**src/rtl/fifo_block_accumulator.sv**
```systemverilog
// Block-sum stage behind the AHB slave: buffers pushed words, sums fixed-length
// blocks (32-bit wrap) into an output FIFO, and exposes control/status registers.
module fifo_block_accumulator #(
  parameter int DEPTH = 16,
  parameter int CW    = 5
) (
  input  logic        clk,
  input  logic        reset_n,
  input  logic        wrreq,
  input  logic [31:0] wdata,
  output logic        wrfull,
  input  logic        rdack,
  output logic [31:0] rdata,
  output logic        rdempty,
  input  logic        u_write,
  input  logic [31:0] u_addr,
  input  logic [31:0] u_wdata,
  output logic [31:0] u_data
);

  localparam int AW = CW - 1;

  typedef enum logic [1:0] {IDLE, ACCUM, PUSH} state_t;

  logic [31:0]   in_mem  [DEPTH];
  logic [31:0]   out_mem [DEPTH];
  logic [AW-1:0] in_wp, in_rp, out_wp, out_rp;
  logic [CW-1:0] in_count, out_count;
  logic          wrfull_q;
  logic [31:0]   rdata_q;

  logic          ctrl_en;
  logic [15:0]   block_len;
  logic [7:0]    ovf;
  logic [31:0]   blocks;

  state_t        state;
  logic [15:0]   len_q, cnt;
  logic [31:0]   acc;

  logic [7:0]    reg_sel;
  logic          wr_ctrl, wr_len, clear;
  logic          in_full, in_push, in_ovf, in_pop;
  logic          out_full, out_push, out_pop;
  logic [CW-1:0] in_count_nxt, out_count_nxt, out_remain;
  logic [AW-1:0] out_rp_nxt;
  logic [31:0]   status;
  logic          unused_bits;

  assign reg_sel = u_addr[7:0];
  assign wr_ctrl = u_write && (reg_sel == 8'h00);
  assign wr_len  = u_write && (reg_sel == 8'h04);
  assign clear   = wr_ctrl && u_wdata[1];

  // Overflow is judged on the pre-edge count, so a same-cycle pop never rescues a word.
  assign in_full  = (in_count == CW'(DEPTH));
  assign in_push  = wrreq && !in_full && !clear;
  assign in_ovf   = wrreq && in_full && !clear;
  assign in_pop   = (state == ACCUM) && (in_count != '0) && !clear;

  assign out_full = (out_count == CW'(DEPTH));
  assign out_push = (state == PUSH) && !out_full && !clear;
  assign out_pop  = rdack && (out_count != '0) && !clear;

  assign in_count_nxt  = in_count + CW'(in_push) - CW'(in_pop);
  assign out_count_nxt = out_count + CW'(out_push) - CW'(out_pop);
  assign out_remain    = out_count - CW'(out_pop);
  assign out_rp_nxt    = out_rp + AW'(out_pop);

  assign wrfull  = wrfull_q;
  assign rdata   = rdata_q;
  assign rdempty = (out_count == '0);

  assign unused_bits = ^{u_addr[31:8], u_wdata[31:16]};

  always_ff @(posedge clk) begin
    if (in_push)  in_mem[in_wp]   <= wdata;
    if (out_push) out_mem[out_wp] <= acc;
  end

  always_ff @(posedge clk or negedge reset_n) begin
    if (!reset_n) begin
      in_wp     <= '0;
      in_rp     <= '0;
      out_wp    <= '0;
      out_rp    <= '0;
      in_count  <= '0;
      out_count <= '0;
      wrfull_q  <= 1'b0;
      rdata_q   <= '0;
      ctrl_en   <= 1'b0;
      block_len <= 16'd1;
      ovf       <= '0;
      blocks    <= '0;
      state     <= IDLE;
      len_q     <= 16'd1;
      cnt       <= '0;
      acc       <= '0;
    end else begin
      if (wr_ctrl) ctrl_en   <= u_wdata[0];
      if (wr_len)  block_len <= u_wdata[15:0];

      if (clear) begin
        in_wp     <= '0;
        in_rp     <= '0;
        out_wp    <= '0;
        out_rp    <= '0;
        in_count  <= '0;
        out_count <= '0;
        wrfull_q  <= 1'b0;
        ovf       <= '0;
        blocks    <= '0;
        state     <= IDLE;
        cnt       <= '0;
        acc       <= '0;
      end else begin
        if (in_push)  in_wp  <= in_wp + 1'b1;
        if (in_pop)   in_rp  <= in_rp + 1'b1;
        if (out_push) out_wp <= out_wp + 1'b1;
        out_rp    <= out_rp_nxt;
        in_count  <= in_count_nxt;
        out_count <= out_count_nxt;
        wrfull_q  <= (in_count_nxt == CW'(DEPTH));
        if (in_ovf && ovf != 8'hFF) ovf <= ovf + 8'd1;

        // Show-ahead head register: next stored entry, else a word entering an empty FIFO, else hold.
        if (out_remain != '0) rdata_q <= out_mem[out_rp_nxt];
        else if (out_push)    rdata_q <= acc;

        case (state)
          IDLE: begin
            if (ctrl_en && in_count != '0) begin
              len_q <= (block_len == 16'd0) ? 16'd1 : block_len;
              acc   <= '0;
              cnt   <= '0;
              state <= ACCUM;
            end
          end
          ACCUM: begin
            if (in_pop) begin
              acc <= acc + in_mem[in_rp];
              cnt <= cnt + 16'd1;
              if (cnt + 16'd1 == len_q) state <= PUSH;
            end
          end
          PUSH: begin
            if (!out_full) begin
              blocks <= blocks + 32'd1;
              state  <= IDLE;
            end
          end
          default: state <= IDLE;
        endcase
      end
    end
  end

  always_comb begin
    status           = '0;
    status[CW-1:0]   = in_count;
    status[8 +: CW]  = out_count;
    status[16]       = (state != IDLE);
    status[31:24]    = ovf;
  end

  always_comb begin
    u_data = '0;
    case (reg_sel)
      8'h00:   u_data = {31'd0, ctrl_en};
      8'h04:   u_data = {16'd0, block_len};
      8'h08:   u_data = status;
      8'h0C:   u_data = blocks;
      default: u_data = '0;
    endcase
  end

endmodule

```
**config.mk**
```make
export PLATFORM = sky130hd
export DESIGN_NAME = fifo_block_accumulator
export DESIGN_NICKNAME = d
export VERILOG_FILES = /design/src/rtl/fifo_block_accumulator.sv
export SDC_FILE = /design/constraint.sdc
export NUM_CORES = 1
export LEC_CHECK = 0
export CAP_MARGIN = 20
export CORE_ASPECT_RATIO = 0.8
export CORE_UTILIZATION = 40
export CTS_CLUSTER_DIAMETER = 80
export DETAILED_ROUTE_END_ITERATION = 8
export GPL_TIMING_DRIVEN = 1
export PLACE_DENSITY = 0.54
export SYNTH_ARGS = -nofsm -noshare
export SYNTH_HDL_FRONTEND = slang
export SYNTH_SLANG_ARGS = --single-unit
```
**constraint.sdc**
```tcl
create_clock -name clk -period 6.19 [get_ports clk]
set_input_delay 0.619 -clock clk [delete_from_list [all_inputs] [get_ports clk]]
set_output_delay 0.619 -clock clk [all_outputs]
set_load 0.03 [all_outputs]
```
Word level (Yosys, flattened, before mapping):

Memories as Yosys holds them, arrays and structs flattened.
Cells that the tools add are included.

* memories kept: 2
* memory bits (writable): 1024
* register bits after elaboration: 182
* input port bits: 101
* output and inout bits: 66

* equality and inequality tests: 15
* mux-type cells: 37
* bitwise logic cells: 1
* add/sub/neg operators: 13
* reduce and logical (&&, ||, !) cells: 38

Memories
* in_mem: depth 16, bits a word 32, rd ports 1, clocked after memory_dff 0, wr ports 1, line 25 `logic [31:0] in_mem [DEPTH];`
* out_mem: depth 16, bits a word 32, rd ports 1, clocked after memory_dff 0, wr ports 1, line 26 `logic [31:0] out_mem [DEPTH];`

Operator list (number)
* two-way mux 32 bit: 8
* one-hot mux 32 bit (4 select lines): 1
* two-way mux 16 bit: 4
* one-hot mux 32 bit (2 select lines): 1
* adder 32 x 1 -> 32 bit (second input constant): 1
* adder 32 bit: 1
* one-hot mux 16 bit (2 select lines): 1
* two-way mux 4 bit: 7
* adder 16 x 1 -> 16 bit (second input constant): 1
* == test 16 bit: 1
* == test 8 x 4 -> 1 bit (second input constant): 2
* logical NOT 16 bit: 1
* two-way mux 8 bit: 2
* == test 5 bit (second input constant): 3
* logical AND 1 bit: 15
* nonzero test 5 bit: 3
* subtractor 5 x 1 -> 5 bit: 3
* nonzero test 2 bit: 7
* adder 4 x 1 -> 4 bit (second input constant): 3
* adder 5 x 1 -> 5 bit: 2
* two-way mux 2 bit: 5
* two-way mux 5 bit: 2
* != test 3 bit (second input constant): 3
* adder 8 x 1 -> 8 bit (second input constant): 1
* 18 further kinds: 26

Logic depth before layout (Yosys ltp):

* depth after elaboration: 9
* depth in mapped cells: 20

Worst setup path before layout:

Ideal clock, no wire load.

* kind: flip-flop to flip-flop
* from: register out_count[2]
* to: register rdata_q[29] (netlist: rdata[29])
* cell stages (with the launch flop): 12
* library setup time: 137 ps
* buffers on the path: 2
* slack: 1633 ps
* clock period less this slack: 4557 ps
* arrival: 4420 ps
* path through: dfrtp_1 > inv_1 > ha_1 > nor4b_1 > nor3b_1 > ha_1 > buf_2 > buf_1 > mux4_2 > mux4_2 > o22ai_1 > a21oi_1

* cells in the longest elaborated chain, start to end: 7

Ends and longest elaborated chain
* start: declaration: line 28 `logic [CW-1:0] in_count, out_count;`
* start signal: assignment: line 122 `out_count <= out_count_nxt;`
* branches (longest 7 deep; another with memory read (16 x 32 bit))
* end signal: assignment: line 127 `if (out_remain != '0) rdata_q <= out_mem[out_rp_nxt];`
* end: declaration: line 30 `logic [31:0] rdata_q;`

Several ways; the timed one is not identified.
A chain may end at the register's enable or synchronous reset.

Worst setup path in the final report:

* from: register in_rp[0]
* to: register acc[24]

* cells in the longest elaborated chain, start to end: 5

Ends and longest elaborated chain
* start: declaration: line 27 `logic [AW-1:0] in_wp, in_rp, out_wp, out_rp;`
* start signal: assignment: line 118 `if (in_pop) in_rp <= in_rp + 1'b1;`
* memory read (16 x 32 bit)
* adder 32 bit: line 141 `acc <= acc + in_mem[in_rp];`
* two-way mux 32 bit: line 140 `if (in_pop) begin`
* one-hot mux 32 bit (2 select lines): line 130 `case (state)`
* two-way mux 32 bit: line 103 `if (clear) begin`
* end signal: assignment: line 141
* end: declaration: line 39 `logic [31:0] acc;`

No other way between the ends. The select of a mux whose other input is x is not followed.

==> results.yml <==
critical_path:
  critPathMaxFanout: 33
  arrival_ns: 5.63
  crit_required_ns: 6.80
  r2r_cells: 12
  crit_path_start_kind: "flop"
  critical_path.endpoint_type: "flop"
  crit_type: "reg -> reg"
power_and_ir_drop:
  p_leak_uw: 0.0190
  ir_worst_vdd_mv: 0.319
  power_density_nw_per_um2: 507
outcome:
  outcome: "finished clean"
final_layout:
  regArea_um2: 35300
  fin_util: 0.467
  fill_cells: 10100
  drive_gt1_frac: 0.224
  area_growth_pct: 15.2
  multi_input_area_um2: 13400
  fin_nets: 2981
timing:
  tns_ns: 0
  hold_viol: 0
  period_needed_ns: 5.03
  tightest_slew_ns: 1.04
  setup_viol: 0
  rsz0062_at_grt: "false"
  fin_crit_sh: 0.812
  maxSlewHeadroom: 0.300
  clock_skew_ns: 0.0234
  slew_viol_final: 0
  max_freq_mhz: 199
routing:
  first_pass_iters: 7
  vias: 25200
  route.detailed.drc: 0
  wl_met3_um: 5020
  ant_nets: 0
  vias_per_cell: 5.54
  wl_um: 117000
  drtIter0Drc: 2027
  top_layer_used: "met5"
  m1WireLength_um: 50500
  wire_per_inst_um: 25.7
  met2_length_um: 59200
logic_synthesis:
  ys.flop_type: "edfxtp_1"
  synth_edf_count: 1024
  synth_nets: 2778
  synthArstFlopShare: 0.151
  synth.avg_cell_area_um2: 18.8
  yosysWarnings: 0
  netlist_instances: 2614
  yosysUniqueCellTypes: 67
  synth_seq_area_share: 0.717
  syn_area_um2: 49200
  synth-seq-cells: 1206
global_routing:
  globalRouteTotalUtil: 0.190
  antenna_found_initial: 3
  grt-ovfl-total: 0
  grt_max_degree: 79
  grt_pass1_vias: 26300
  grt_pass1_wl_um: 174000
clock_network:
  clockBufferDepth: 3
  cts_setup_buffers: 0
  clockRootBuffer: "clkbuf_16"
  cts_resized: 0
  cts_sinks: 1206
  cts_tree: "built"
  clkTransAtPathRegs_ns: 0.06
  cts_made_buffers: 118
  htreeDepth: 3
  clk_latency_ns: 0.72
  ctsHoldBuffers: 1
floorplan:
  die_h_um: 316
  num_io_pins: 167
  dieArea_um2: 125000
  coreArea_um2: 121000
  die_x_um: 394
  initial_utilization: 0.406
  rows: 114
worst_hold_path:
  worstHoldPathCells: 2
  hp-class: "reg -> reg"
place:
  io_buffers: 126
  gp_congestion: 0.836
  dp_hpwl_um: 67800
run:
  drv_cap: 0
-- kinds of logic after synthesis --
| logic type | synth area share |
|---|---|
| fa+ha+maj | 0.0165 |
| mux | 0.160 |
| compound gates | 0.0346 |
| buf+inv | 0.0125 |
| flops | 0.717 |
| xor+xnor | 0.0160 |
| simple gates | 0.0437 |
-- where the power goes --
| group | switching (uW) | internal (uW) | total, uW |
|---|---|---|---|
| sequential | 1190 | 10200 | 11400 |
| clock | 3060 | 4050 | 7120 |
| combinational | 5330 | 4930 | 10300 |
| total | 9580 | 19200 | 28700 |
-- layout make-up --
type / count / share of cell area
antenna: 2 / 0.0000882
clock buffer: 158 / 0.0572
clock inverter: 67 / 0.0105
inverter: 36 / 0.00238
multi-input combinational: 1252 / 0.237
sequential: 1206 / 0.623
tap: 1624 / 0.0358
timing repair buffer: 203 / 0.0343
-- worst paths after layout --
path	from	endpoint	slack, ns
setup reg to reg	in_rp[0]	acc[24]	1.16
max in group asynchronous	reset_n	in_rp[0]	4.24
hold reg to reg	len_q[0]	len_q[0]	0.50
setup / recovery	in_rp[0]	acc[24]	1.16
min in group asynchronous	reset_n	blocks[17]	0.55
hold / removal	len_q[0]	len_q[0]	0.50
-- cell usage in the layout, fill, tap and decap left out, types with 25 or more instances in the layout --
cell type / instances
a21oi_1: 94
and2_2: 33
buf_4: 67
clkbuf_1: 29
clkbuf_16: 121
clkdlybuf4s50_1: 125
dfrtp_1: 176
edfxtp_1: 1024
ha_1: 58
inv_1: 34
mux2_2: 32
mux2i_1: 25
mux4_2: 319
nand2_1: 84
nand3_1: 29
nor2_1: 142
o21ai_0: 31
o21ai_1: 47
o22ai_1: 34
xnor2_1: 40
xor2_1: 48
-- flip-flops by register name (all words and copies together), names as in the netlist, 16 cells and up --
register   flops
in_mem       512
out_mem      512
acc           32
blocks        32
rdata         32
block_len     16
cnt           16
len_q         16
-- metrics by stage --
stage	hold slack, ns	total power (uW)	cell area (um^2)	setup slack [ns]	cells
final	0.499	28700	56700	1.16	4548
after global routing	0.473	30300	56700	0.842	4546
after CTS	0.439	29100	56700	1.13	4545
after detailed placement	0.495	21900	52900	1.14	4319
after global placement	0.491	21700	52900	1.15	4319
after floorplan	0.323	18600	49200	1.63	2614
-- worst max-delay path, stage by stage, from the launching register on --
cell and delay, ns:
dfrtp_4 0.89, buf_12 0.32, mux4_2 0.55, mux4_2 0.58
ha_1 0.39, and3_1 0.18, o211ai_1 0.10, a21oi_1 0.22
o41ai_1 0.14, o41ai_1 0.94, o2111ai_1 0.22, mux2i_1 0.22
nand2_1 0.07
-- Yosys cell counts (17+ instances only) --
cell	instances	area, um^2
o21ai_0	31	155
mux2_2	32	360
mux2i_1	25	250
a21oi_1	95	475
o22ai_1	34	213
nand2_1	86	323
xor2_1	49	429
edfxtp_1	1024	30700
dfrtp_1	180	4500
inv_1	34	128
ha_1	60	751
o21ai_1	47	235
nor2_1	143	537
nand4_1	18	113
mux4_2	319	7180
clkbuf_1	83	312
and2_1	52	325
buf_1	23	86.3
nand3_1	29	145
xnor2_1	41	359
or3_1	17	106
nor3_1	21	105
and3_1	19	119
-- routing by layer --
| metal | GRT usage | up-vias |
|---|---|---|
| met5 | 0 | - |
| met4 | 0.0424 | 4 |
| met3 | 0.0286 | 156 |
| met2 | 0.325 | 560 |
| met1 | 0.257 | 13500 |
| li1 | - | 11000 |
Power figures use the tool's default switching activity.
